File: src/rtl/cpu_seq_ctrl.sv
// cpu_seq_ctrl: multi-cycle sequencer for the CPU datapath.
//
// Each instruction is stepped through FETCH -> DECODE -> EXEC -> (MEM) -> (WB).
// The sequencer drives every datapath enable and select, and handshakes with
// the instruction and data memories. A watchdog on memory waits parks the
// sequencer in HALT if an ack never comes.
//
// Ports:
//   clk, rst            clock / synchronous active-high reset
//   inst                IR contents, opcode in inst[31:28], valid from DECODE on
//   imem_ack, dmem_ack  memory acks, honoured only while the matching req is high
//   alu_z, alu_n        ALU result flags (they only reach the flag register)
//   flag_z, flag_n      registered flags, used as branch conditions
//   imem_req, dmem_req  memory requests, held until ack
//   dmem_we             data write (ST), only together with dmem_req
//   ir_we, pc_we, rf_we, flag_we, illegal   single-cycle strobes
//   pc_sel, wb_sel, imm_sel, alu_op         datapath selects
//   timeout_err         sticky watchdog error
//   retired_cnt         retired-instruction counter, wraps
//   state_o             0 FETCH 1 DECODE 2 EXEC 3 MEM 4 WB 7 HALT
//
// Outputs that depend only on the state (requests, dmem_we) come from
// registers. Strobes that must fire in the cycle an ack arrives cannot be
// registered; they are decoded from the state and are masked while rst is
// high, so a reset never lets a strobe through.
module cpu_seq_ctrl #(
    parameter int MEM_TIMEOUT = 64,
    parameter int CNT_W       = 32
) (
    input  logic             clk,
    input  logic             rst,
    input  logic [31:0]      inst,
    input  logic             imem_ack,
    input  logic             dmem_ack,
    input  logic             alu_z,
    input  logic             alu_n,
    input  logic             flag_z,
    input  logic             flag_n,
    output logic             imem_req,
    output logic             dmem_req,
    output logic             dmem_we,
    output logic             ir_we,
    output logic             pc_we,
    output logic [1:0]       pc_sel,
    output logic             rf_we,
    output logic [1:0]       wb_sel,
    output logic [1:0]       imm_sel,
    output logic [3:0]       alu_op,
    output logic             flag_we,
    output logic             illegal,
    output logic             timeout_err,
    output logic [CNT_W-1:0] retired_cnt,
    output logic [2:0]       state_o
);

    typedef enum logic [2:0] {
        S_FETCH  = 3'd0,
        S_DECODE = 3'd1,
        S_EXEC   = 3'd2,
        S_MEM    = 3'd3,
        S_WB     = 3'd4,
        S_HALT   = 3'd7
    } state_t;

    localparam logic [3:0] OP_NOP  = 4'h0;
    localparam logic [3:0] OP_ST   = 4'h3;
    localparam logic [3:0] OP_ADD  = 4'h4;
    localparam logic [3:0] OP_INC  = 4'h5;
    localparam logic [3:0] OP_NEG  = 4'h6;
    localparam logic [3:0] OP_SUB  = 4'h7;
    localparam logic [3:0] OP_J    = 4'h8;
    localparam logic [3:0] OP_BRZ  = 4'h9;
    localparam logic [3:0] OP_JM   = 4'hA;
    localparam logic [3:0] OP_BRN  = 4'hB;
    localparam logic [3:0] OP_LD   = 4'hE;
    localparam logic [3:0] OP_SVPC = 4'hF;

    localparam int WD_W = $clog2(MEM_TIMEOUT + 1);

    state_t           state_reg, state_next;
    logic [3:0]       op_reg;
    logic [WD_W-1:0]  wdog_reg;
    logic             imem_req_reg, dmem_req_reg, dmem_we_reg;
    logic             timeout_reg;
    logic [CNT_W-1:0] retired_reg;

    logic       ir_we_c, pc_we_c, rf_we_c, flag_we_c, illegal_c, retire;
    logic [1:0] pc_sel_c, wb_sel_c;
    logic [3:0] op_cur;
    logic       stalled, wd_expire;

    // Only the opcode field matters to the sequencer; the ALU flags go
    // straight into the flag register elsewhere in the datapath.
    logic unused_inputs;
    assign unused_inputs = ^{inst[27:0], alu_z, alu_n};

    // The IR becomes valid in DECODE; after that the latched opcode is used.
    assign op_cur = (state_reg == S_DECODE) ? inst[31:28] : op_reg;

    // A request is stalled when it is live and unanswered this cycle.
    assign stalled   = (state_reg == S_FETCH && imem_req_reg && !imem_ack) ||
                       (state_reg == S_MEM   && dmem_req_reg && !dmem_ack);
    assign wd_expire = stalled && (wdog_reg == WD_W'(MEM_TIMEOUT - 1));

    always_comb begin
        state_next = state_reg;
        ir_we_c    = 1'b0;
        pc_we_c    = 1'b0;
        pc_sel_c   = 2'b00;
        rf_we_c    = 1'b0;
        wb_sel_c   = 2'b00;
        flag_we_c  = 1'b0;
        illegal_c  = 1'b0;
        retire     = 1'b0;
        case (state_reg)
            S_FETCH: begin
                if (imem_req_reg && imem_ack) begin
                    ir_we_c    = 1'b1;
                    state_next = S_DECODE;
                end
            end
            S_DECODE: state_next = S_EXEC;
            S_EXEC: begin
                case (op_reg)
                    OP_ADD, OP_INC, OP_NEG, OP_SUB: begin
                        flag_we_c  = 1'b1;
                        state_next = S_WB;
                    end
                    OP_SVPC: state_next = S_WB;
                    OP_LD, OP_ST, OP_JM: state_next = S_MEM;
                    OP_J: begin
                        pc_we_c    = 1'b1;
                        pc_sel_c   = 2'b01;
                        retire     = 1'b1;
                        state_next = S_FETCH;
                    end
                    OP_BRZ, OP_BRN: begin
                        pc_we_c    = 1'b1;
                        pc_sel_c   = ((op_reg == OP_BRZ) ? flag_z : flag_n) ? 2'b01 : 2'b00;
                        retire     = 1'b1;
                        state_next = S_FETCH;
                    end
                    default: begin
                        // NOP, and undecoded opcodes behave like a NOP
                        illegal_c  = (op_reg != OP_NOP);
                        pc_we_c    = 1'b1;
                        retire     = 1'b1;
                        state_next = S_FETCH;
                    end
                endcase
            end
            S_MEM: begin
                if (dmem_req_reg && dmem_ack) begin
                    if (op_reg == OP_LD) begin
                        state_next = S_WB;
                    end else begin
                        pc_we_c    = 1'b1;
                        pc_sel_c   = (op_reg == OP_JM) ? 2'b10 : 2'b00;
                        retire     = 1'b1;
                        state_next = S_FETCH;
                    end
                end
            end
            S_WB: begin
                rf_we_c    = 1'b1;
                wb_sel_c   = (op_reg == OP_LD)   ? 2'b01 :
                             (op_reg == OP_SVPC) ? 2'b10 : 2'b00;
                pc_we_c    = 1'b1;
                retire     = 1'b1;
                state_next = S_FETCH;
            end
            S_HALT:  state_next = S_HALT;
            default: state_next = S_FETCH;
        endcase
        if (wd_expire) begin
            state_next = S_HALT;
        end
    end

    always_ff @(posedge clk) begin
        if (rst) begin
            state_reg    <= S_FETCH;
            op_reg       <= 4'h0;
            wdog_reg     <= '0;
            imem_req_reg <= 1'b0;
            dmem_req_reg <= 1'b0;
            dmem_we_reg  <= 1'b0;
            timeout_reg  <= 1'b0;
            retired_reg  <= '0;
        end else begin
            state_reg <= state_next;
            if (state_reg == S_DECODE) begin
                op_reg <= inst[31:28];
            end
            // A stall never coincides with a state change, so anything else clears it.
            wdog_reg     <= (stalled && !wd_expire) ? wdog_reg + WD_W'(1) : '0;
            imem_req_reg <= (state_next == S_FETCH);
            dmem_req_reg <= (state_next == S_MEM);
            dmem_we_reg  <= (state_next == S_MEM) && (op_reg == OP_ST);
            if (wd_expire) begin
                timeout_reg <= 1'b1;
            end
            if (retire) begin
                retired_reg <= retired_reg + CNT_W'(1);
            end
        end
    end

    assign imem_req    = imem_req_reg;
    assign dmem_req    = dmem_req_reg;
    assign dmem_we     = dmem_we_reg;
    assign ir_we       = ir_we_c   & ~rst;
    assign pc_we       = pc_we_c   & ~rst;
    assign rf_we       = rf_we_c   & ~rst;
    assign flag_we     = flag_we_c & ~rst;
    assign illegal     = illegal_c & ~rst;
    assign pc_sel      = pc_sel_c;
    assign wb_sel      = wb_sel_c;
    assign alu_op      = (state_reg == S_EXEC) ? op_reg : 4'h0;
    assign imm_sel     = (state_reg == S_DECODE || state_reg == S_EXEC ||
                          state_reg == S_MEM    || state_reg == S_WB)
                         ? ((op_cur == OP_SVPC) ? 2'b01 :
                            (op_cur == OP_INC)  ? 2'b10 : 2'b00)
                         : 2'b00;
    assign timeout_err = timeout_reg;
    assign retired_cnt = retired_reg;
    assign state_o     = state_reg;

endmodule

File: config.mk
export PLATFORM = sky130hd
export DESIGN_NAME = cpu_seq_ctrl
export DESIGN_NICKNAME = d
export VERILOG_FILES = /design/src/rtl/cpu_seq_ctrl.sv
export SDC_FILE = /design/constraint.sdc
export NUM_CORES = 1
export LEC_CHECK = 0
export BUFFER_PORTS_ARGS = -buffer_cell sky130_fd_sc_hd__buf_2
export CORE_MARGIN = 3
export CORE_UTILIZATION = 50
export DETAILED_ROUTE_END_ITERATION = 8
export HOLD_SLACK_MARGIN = 0.06
export MAX_ROUTING_LAYER = met4
export PLACE_DENSITY = 0.8
export RECOVER_POWER = 50
export SLEW_MARGIN = 25
export SYNTH_ARGS = -nofsm -noshare
export SYNTH_HDL_FRONTEND = slang
export SYNTH_SLANG_ARGS = --single-unit
File: constraint.sdc
create_clock -name clk -period 2.69 [get_ports clk]
set_input_delay 0.1345 -clock clk [delete_from_list [all_inputs] [get_ports clk]]
set_output_delay 0.1345 -clock clk [all_outputs]
set_load 0.01 [all_outputs]
==> metrics.md, run 1 <==
| Metric | Value |
|---|---|
| Worst setup margin | `0.2918 ns` |
| Layout cells sized above 1 | `11.63%` |
| Register area share after synthesis | `38.04%` |
| Power Dens Cells | `418.1 nW/µm²` |
| DRC viols | `0` |
| Drt wl/cell | `14.02 µm` |
| Initial DRC Count | `117` |
| Synth Flop Type | `dfxtp_1` |
| Final setup fails | `0` |
| Initial antenna violation count | `0` |
| Placer Congestion | `0.7707` |
| Fin crit period | `2.398 ns` |
| Clock sink count | `50` |
| Initial Utilization | `53.58%` |
| Final hold vios | `0` |
| Class of the worst hold path | `input port to flop` |
| Vias in the first global route | `2339` |
| Asr flop ratio synth | `0%` |
| Leakage | `0.9574 nW` |
| CP arrival | `2.26 ns` |
| Layout Skew | `0.004460 ns` |
| Total CTS buffers | `5` |
| Final core occ | `62.37%` |
| # port buffers | `63` |
| CTS tree | `done` |
| First-pass GRT wire length | `10660 µm` |
| Peak supply drop | `0.2433 mV` |
| Fmax | `0.4170 GHz` |
| Number of flops mapped to enable cells by yosys | `0` |
| P&R area growth vs syn | `16.41%` |
| Maximum number of pins on one net before global-route repair | `33` |
| Via count | `2628` |
| CTS root buf | `clkbuf_8` |
| Post-synth top area cell | `dfxtp_1` |
| Max-slew violations | `0` |
| Worst-skew pair later-pin latency | `0.30 ns` |
| Worst-path clk slew | `0.08 ns` |
| Result of the run | `complete, no violations` |
| Hold buffers post-CTS | `0` |
| H-tree depth | `2` |
| Count of different cell masters after synthesis | `50` |
| DIE WIDTH | `78.55 µm` |
| Syn Inst Count | `328` |
| Yosys reg bits | `50` |
| CP endpoint kind | `primary output` |
| I/O pins | `94` |
| Die height | `78.55 µm` |
| Slew @ Worst Pin | `0.4841 ns` |
| NumNets Final | `428` |
| Fill cells | `470` |
| Site Rows | `25` |
| Netlist Area Pre-Place | `2631 µm²` |
| Post-Syn Area per Cell | `8.022 µm²` |
| Core ar. | `4911 µm²` |
| Setup_tns | `0 ns` |
| Post-DP HPWL | `4447 µm` |
| CP startpoint kind | `flop` |
| Drt first pass iters | `4` |
| Final WL | `6364 µm` |
| Max cap viols | `0` |
| Vias/cell | `5.789` |
| Top cell type's share of synthesized area | `38.04%` |
| Final antenna-violating net count | `0` |
| Final period util | `89.15%` |
| Pre-CTS setup slack | `0.3646 ns` |
| Rel. slew slack | `67.26%` |
| Largest cells by area after synthesis | `dfxtp_1, a21oi_1, or4_1, o31ai_1, nor2_1` |
| GR Overflow Total | `0` |
| Synth Net Count | `370` |
| Max reg flops | `32` |
| CP Max Fanout | `32` |
| Critical Path RT | `2.56 ns` |
| N_diodes | `0` |
| Gr usage total | `21.63%` |
| RSZ-0062 raised after global routing | `no` |
| Yosys warns | `0` |
| WS Path Type | `flop to primary output` |
| Die area | `6169 µm²` |
| Clock tree buffer depth | `2` |
==> what timing repair did <==
item | 4_1_cts | 5_1_grt
setup buffers | 0 | 0
hold endpoints to repair | 0 | 0
resized for setup | 0 | 1
endpoints found under the setup margin | 0 | 1
==> stage by stage <==
step | total power [W] | std cells | hold WS (ns) | cell area, µm²
finish | 0.001281 | 454 | 0.08069 | 3063
global route | 0.001331 | 454 | 0.07808 | 3063
CTS | 0.001294 | 454 | 0.07360 | 3123
detailed placement | 0.0008468 | 446 | 0.3894 | 3032
global placement | 0.0008454 | 446 | 0.3935 | 3032
floorplan | 0.0008185 | 328 | 0.2197 | 2631
==> critical path: stages (launching register included) <==
cell	delay, ns
dfxtp_1	0.60
nor4bb_2	0.57
or2_1	0.20
o31a_1	0.20
buf_12	0.19
nor2_1	0.05
buf_2	0.15
==> layer usage <==
metal	track usage [%]	wire, µm	vias up	part of all wire (%)
li1	-	-	1340	-
met1	27.75	2938	1217	46
met2	34.21	3047	62	48
met3	3.899	294	9	4.6
met4	7.692	84	0	1.3
met5	-	0	-	0
==> cells in the mapped netlist, types with 2 or more instances <==
cell / count
clkbuf_1: 14
nand2b_1: 4
nand4b_1: 2
a21bo_2: 2
and2_1: 3
inv_1: 13
a31oi_1: 3
or2_2: 4
nand3b_1: 4
nor3b_1: 2
nand4_1: 5
or4_1: 19
o31ai_1: 18
a21oi_1: 36
or4b_1: 2
nand2_1: 19
xor2_1: 2
nand3_1: 11
o41ai_1: 2
nor4_1: 6
buf_2: 8
ha_1: 2
mux2i_1: 4
nor2_1: 32
or3_1: 11
dfxtp_1: 50
mux2_2: 2
nor3_1: 6
o31a_1: 2
xnor2_1: 3
and3_1: 7
o21ai_0: 12
==> final cells by class <==
type / count / area (µm²) / area share (%)
inverter: 13 / 48.80 / 1.593
timing repair buffer: 73 / 336.6 / 10.99
tap: 67 / 83.83 / 2.737
multi-input combinational: 243 / 1501 / 49.02
clock buffer: 7 / 86.33 / 2.819
clock inverter: 1 / 5.005 / 0.1634
sequential: 50 / 1001 / 32.68
==> where the power goes <==
group	total (W)	switching (W)	internal [W]
clock network	0.000452	0.000244	0.000208
registers	0.000754	0.00000804	0.000746
logic	0.0000748	0.0000459	0.0000289
total	0.00128	0.000298	0.000983
==> path summary, 6_finish.rpt <==
kind	start	endpoint	slack, ns	cells after the start
worst max-delay path	op_reg[1]	pc_we	0.29	6
worst min-delay path	inst[28]	op_reg[0]	0.08	3
worst max register to register	state_o[2]	retired_cnt[11]	0.35	6
worst min register to register	wdog_reg[0]	wdog_reg[0]	0.46	1
==> cells by family after synthesis <==
group,share of synthesized area [%]
compound gates,19.64
xor+xnor,1.665
fa+ha+maj,0.9509
buf+inv,5.373
flops,38.04
mux,2.378
simple gates,31.96
==> cell usage in the layout (no fill, tap or decap), types with 2 or more instances in the layout <==
| cell | count |
|---|---|
| or2_2 | 4 |
| inv_1 | 13 |
| a31oi_1 | 3 |
| a21bo_2 | 2 |
| mux2i_1 | 4 |
| nand2_1 | 19 |
| a21oi_1 | 36 |
| or4b_1 | 2 |
| xnor2_1 | 3 |
| nand3b_1 | 4 |
| nor2_1 | 32 |
| dfxtp_1 | 50 |
| clkbuf_1 | 48 |
| or3_1 | 11 |
| o31ai_1 | 18 |
| ha_1 | 2 |
| o31a_1 | 2 |
| nor4_1 | 6 |
| or4_1 | 19 |
| xor2_1 | 2 |
| nand2b_1 | 4 |
| o21ai_0 | 12 |
| nor3b_1 | 2 |
| nand4_1 | 5 |
| nand4b_1 | 2 |
| and3_1 | 7 |
| buf_2 | 19 |
| and2_1 | 3 |
| nand3_1 | 11 |
| o41ai_1 | 2 |
| clkbuf_8 | 6 |
| mux2_2 | 2 |
| nor3_1 | 6 |
| buf_4 | 6 |
No activity file was read; power rests on OpenSTA's default activity.
==> inputs of run 2 (changes only) <==
Settings changed: CORE_MARGIN 3 to 10, PLACE_DENSITY 0.8 to 0.77.
==> run 2 against run 1 <==
Against the previous run:
- clock power is essentially flat
- hold slack got worse by 0.0073 ns
- sequential cell count unchanged
- sequential share of layout area fell by 0.16 points
- die area increased by 39%
- sequential power about the same
- highest routed layer unchanged
==> metrics.md, run 2 (same netlist as run 1, synthesis figures left out) <==
| Metric | Value |
|---|---|
| Via count | `2642` |
| RSZ-0062 raised after global routing | `no` |
| Vias in the first global route | `2509` |
| CP delay by family, top | `compound AO/OA/AOI/OAI gates` |
| Placed Cells | `453` |
| Final period util | `89.59%` |
| Hold buffers post-CTS | `0` |
| Clock share of power | `35.2%` |
| Fin crit period | `2.410 ns` |
| Rel. slew slack | `52.39%` |
| DRC viols | `0` |
| Final hold vios | `0` |
| Gate power share | `5.9%` |
| Reg2Reg Setup Slack | `0.28 ns` |
| Die area | `8565 µm²` |
| P_int | `0.0009823 W` |
| DIE WIDTH | `92.55 µm` |
| Worst setup margin | `0.2802 ns` |
| Post-CTS setup buffers | `0` |
| Layout cells sized above 1 | `12.28%` |
| Placer Congestion | `0.7942` |
| Most Crowded Layer GR | `met2` |
| CP arrival | `2.64 ns` |
| Sequential fraction of design power | `59.0%` |
| Switching share of total power | `23.16%` |
| # port buffers | `63` |
| Placement Cell Area | `3053 µm²` |
| Class of the worst hold path | `input port to flop` |
| Drt wl/cell | `14.73 µm` |
| Final antenna-violating net count | `0` |
| Layout Skew | `0.008221 ns` |
| Final core occ | `60.26%` |
| Power Dens Cells | `415.3 nW/µm²` |
| Drt first pass iters | `4` |
| Clock sink count | `50` |
| H-tree depth | `2` |
| CP endpoint kind | `flop` |
| Peak supply drop | `0.2738 mV` |
| Post-Layout Inst Area | `3078 µm²` |
| Leakage | `0.9701 nW` |
| Final setup fails | `0` |
| Met3 GRT Util | `5.004%` |
| Worst-path cell chain | `a21bo_2 > and2_1 > o31a_1 > buf_4 > or4b_1 > a21oi_1` |
| Layout Cells excl Fill | `461` |
| Max reg flops | `32` |
| Critical Path RT | `2.92 ns` |
| Die height | `92.55 µm` |
| Post-DP HPWL | `4949 µm` |
| Fill cells | `521` |
| WS Path Type | `flop to flop` |
| First-pass GRT wire length | `11340 µm` |
| Worst-skew pair later-pin latency | `0.30 ns` |
| Slew @ Worst Pin | `0.7141 ns` |
| FF/Latch Area | `1001 µm²` |
| Multi-input gate area | `1495 µm²` |
| Worst path slowest cell | `dfxtp_1` |
| Maximum number of pins on one net before global-route repair | `39` |
| Clock tree buffer depth | `2` |
| Initial antenna violation count | `0` |
| CTS root buf | `clkbuf_8` |
| Most frequent cells in the layout | `dfxtp_1, clkbuf_1, a21oi_1` |
| NetSw | `0.0002960 W` |
| CP max stage delay | `0.56 ns` |
| Gr usage total | `15.98%` |
| Pre-CTS setup slack | `0.3117 ns` |
| Max cap viols | `0` |
| Worst-path clk slew | `0.09 ns` |
| Max-slew violations | `0` |
| Initial DRC Count | `66` |
| Site Rows | `26` |
| CTS tree | `done` |
| Vias/cell | `5.731` |
| Fmax | `0.4150 GHz` |
| Worst path bufs/invs | `1` |
| Met2 usage | `25.00%` |
| Core ar. | `5107 µm²` |
| Grt met1 use | `18.88%` |
| CP Max Fanout | `13` |
| Initial Utilization | `51.52%` |
| P&R area growth vs syn | `16.98%` |
| I/O pins | `94` |
| Total CTS buffers | `5` |
| Final WL | `6792 µm` |
| N_diodes | `0` |
| Post-CTS Resized | `0` |
| CP startpoint kind | `flop` |
| Commonest non-fill, non-tap cell in the layout | `dfxtp_1` |
| GR Overflow Total | `0` |
| NumNets Final | `432` |
| Setup_tns | `0 ns` |
| Result of the run | `complete, no violations` |
-- run 2: changes by cell type in the layout (fill, tap and decap cells not counted), sizes merged --
cell  delta
buf      +4
-- run 2: power groups by stage --
stage                     registers, W  clock network (W)  logic [W]
after floorplan               0.000769                  0  0.0000495
after global placement        0.000771                  0  0.0000752
after detailed placement      0.000772                  0  0.0000767
after CTS                     0.000754           0.000462  0.0000773
after global routing          0.000756           0.000492  0.0000833
final                         0.000754           0.000449  0.0000748
-- run 2: cell type report --
| type | instances | share of cell area, % |
|---|---|---|
| multi-input combinational | 243 | 48.58 |
| clock inverter | 1 | 0.1626 |
| timing repair buffer | 77 | 11.50 |
| tap | 70 | 2.846 |
| inverter | 13 | 1.585 |
| clock buffer | 7 | 2.805 |
| sequential | 50 | 32.52 |
-- run 2: path summary, 6_finish.rpt --
check | from | to | cells after the start
hold reg to reg | wdog_reg[0] | wdog_reg[0] | 1
setup reg to reg | op_reg[3] | retired_cnt[9] | 6
hold / removal | inst[28] | op_reg[0] | 3
setup / recovery | op_reg[3] | retired_cnt[9] | 6
-- run 2: per-layer routing --
| metal | part of all wire [%] | vias up |
|---|---|---|
| met4 | 2.0 | 0 |
| met2 | 47 | 71 |
| li1 | - | 1335 |
| met1 | 45 | 1223 |
| met3 | 6.7 | 13 |
| met5 | 0 | - |
-- run 2: worst min-delay path, cell delays in order --
cell,delay [ns]
buf_2,0.08
a21oi_1,0.06
nor2_1,0.07
-- run 2: through the flow --
| stage | total power (W) | hold WS (ns) |
|---|---|---|
| final | 0.001278 | 0.07337 |
| after global routing | 0.001331 | 0.07880 |
| after CTS | 0.001293 | 0.06758 |
| after detailed placement | 0.0008483 | 0.3825 |
| after global placement | 0.0008465 | 0.3829 |
| after floorplan | 0.0008185 | 0.2197 |
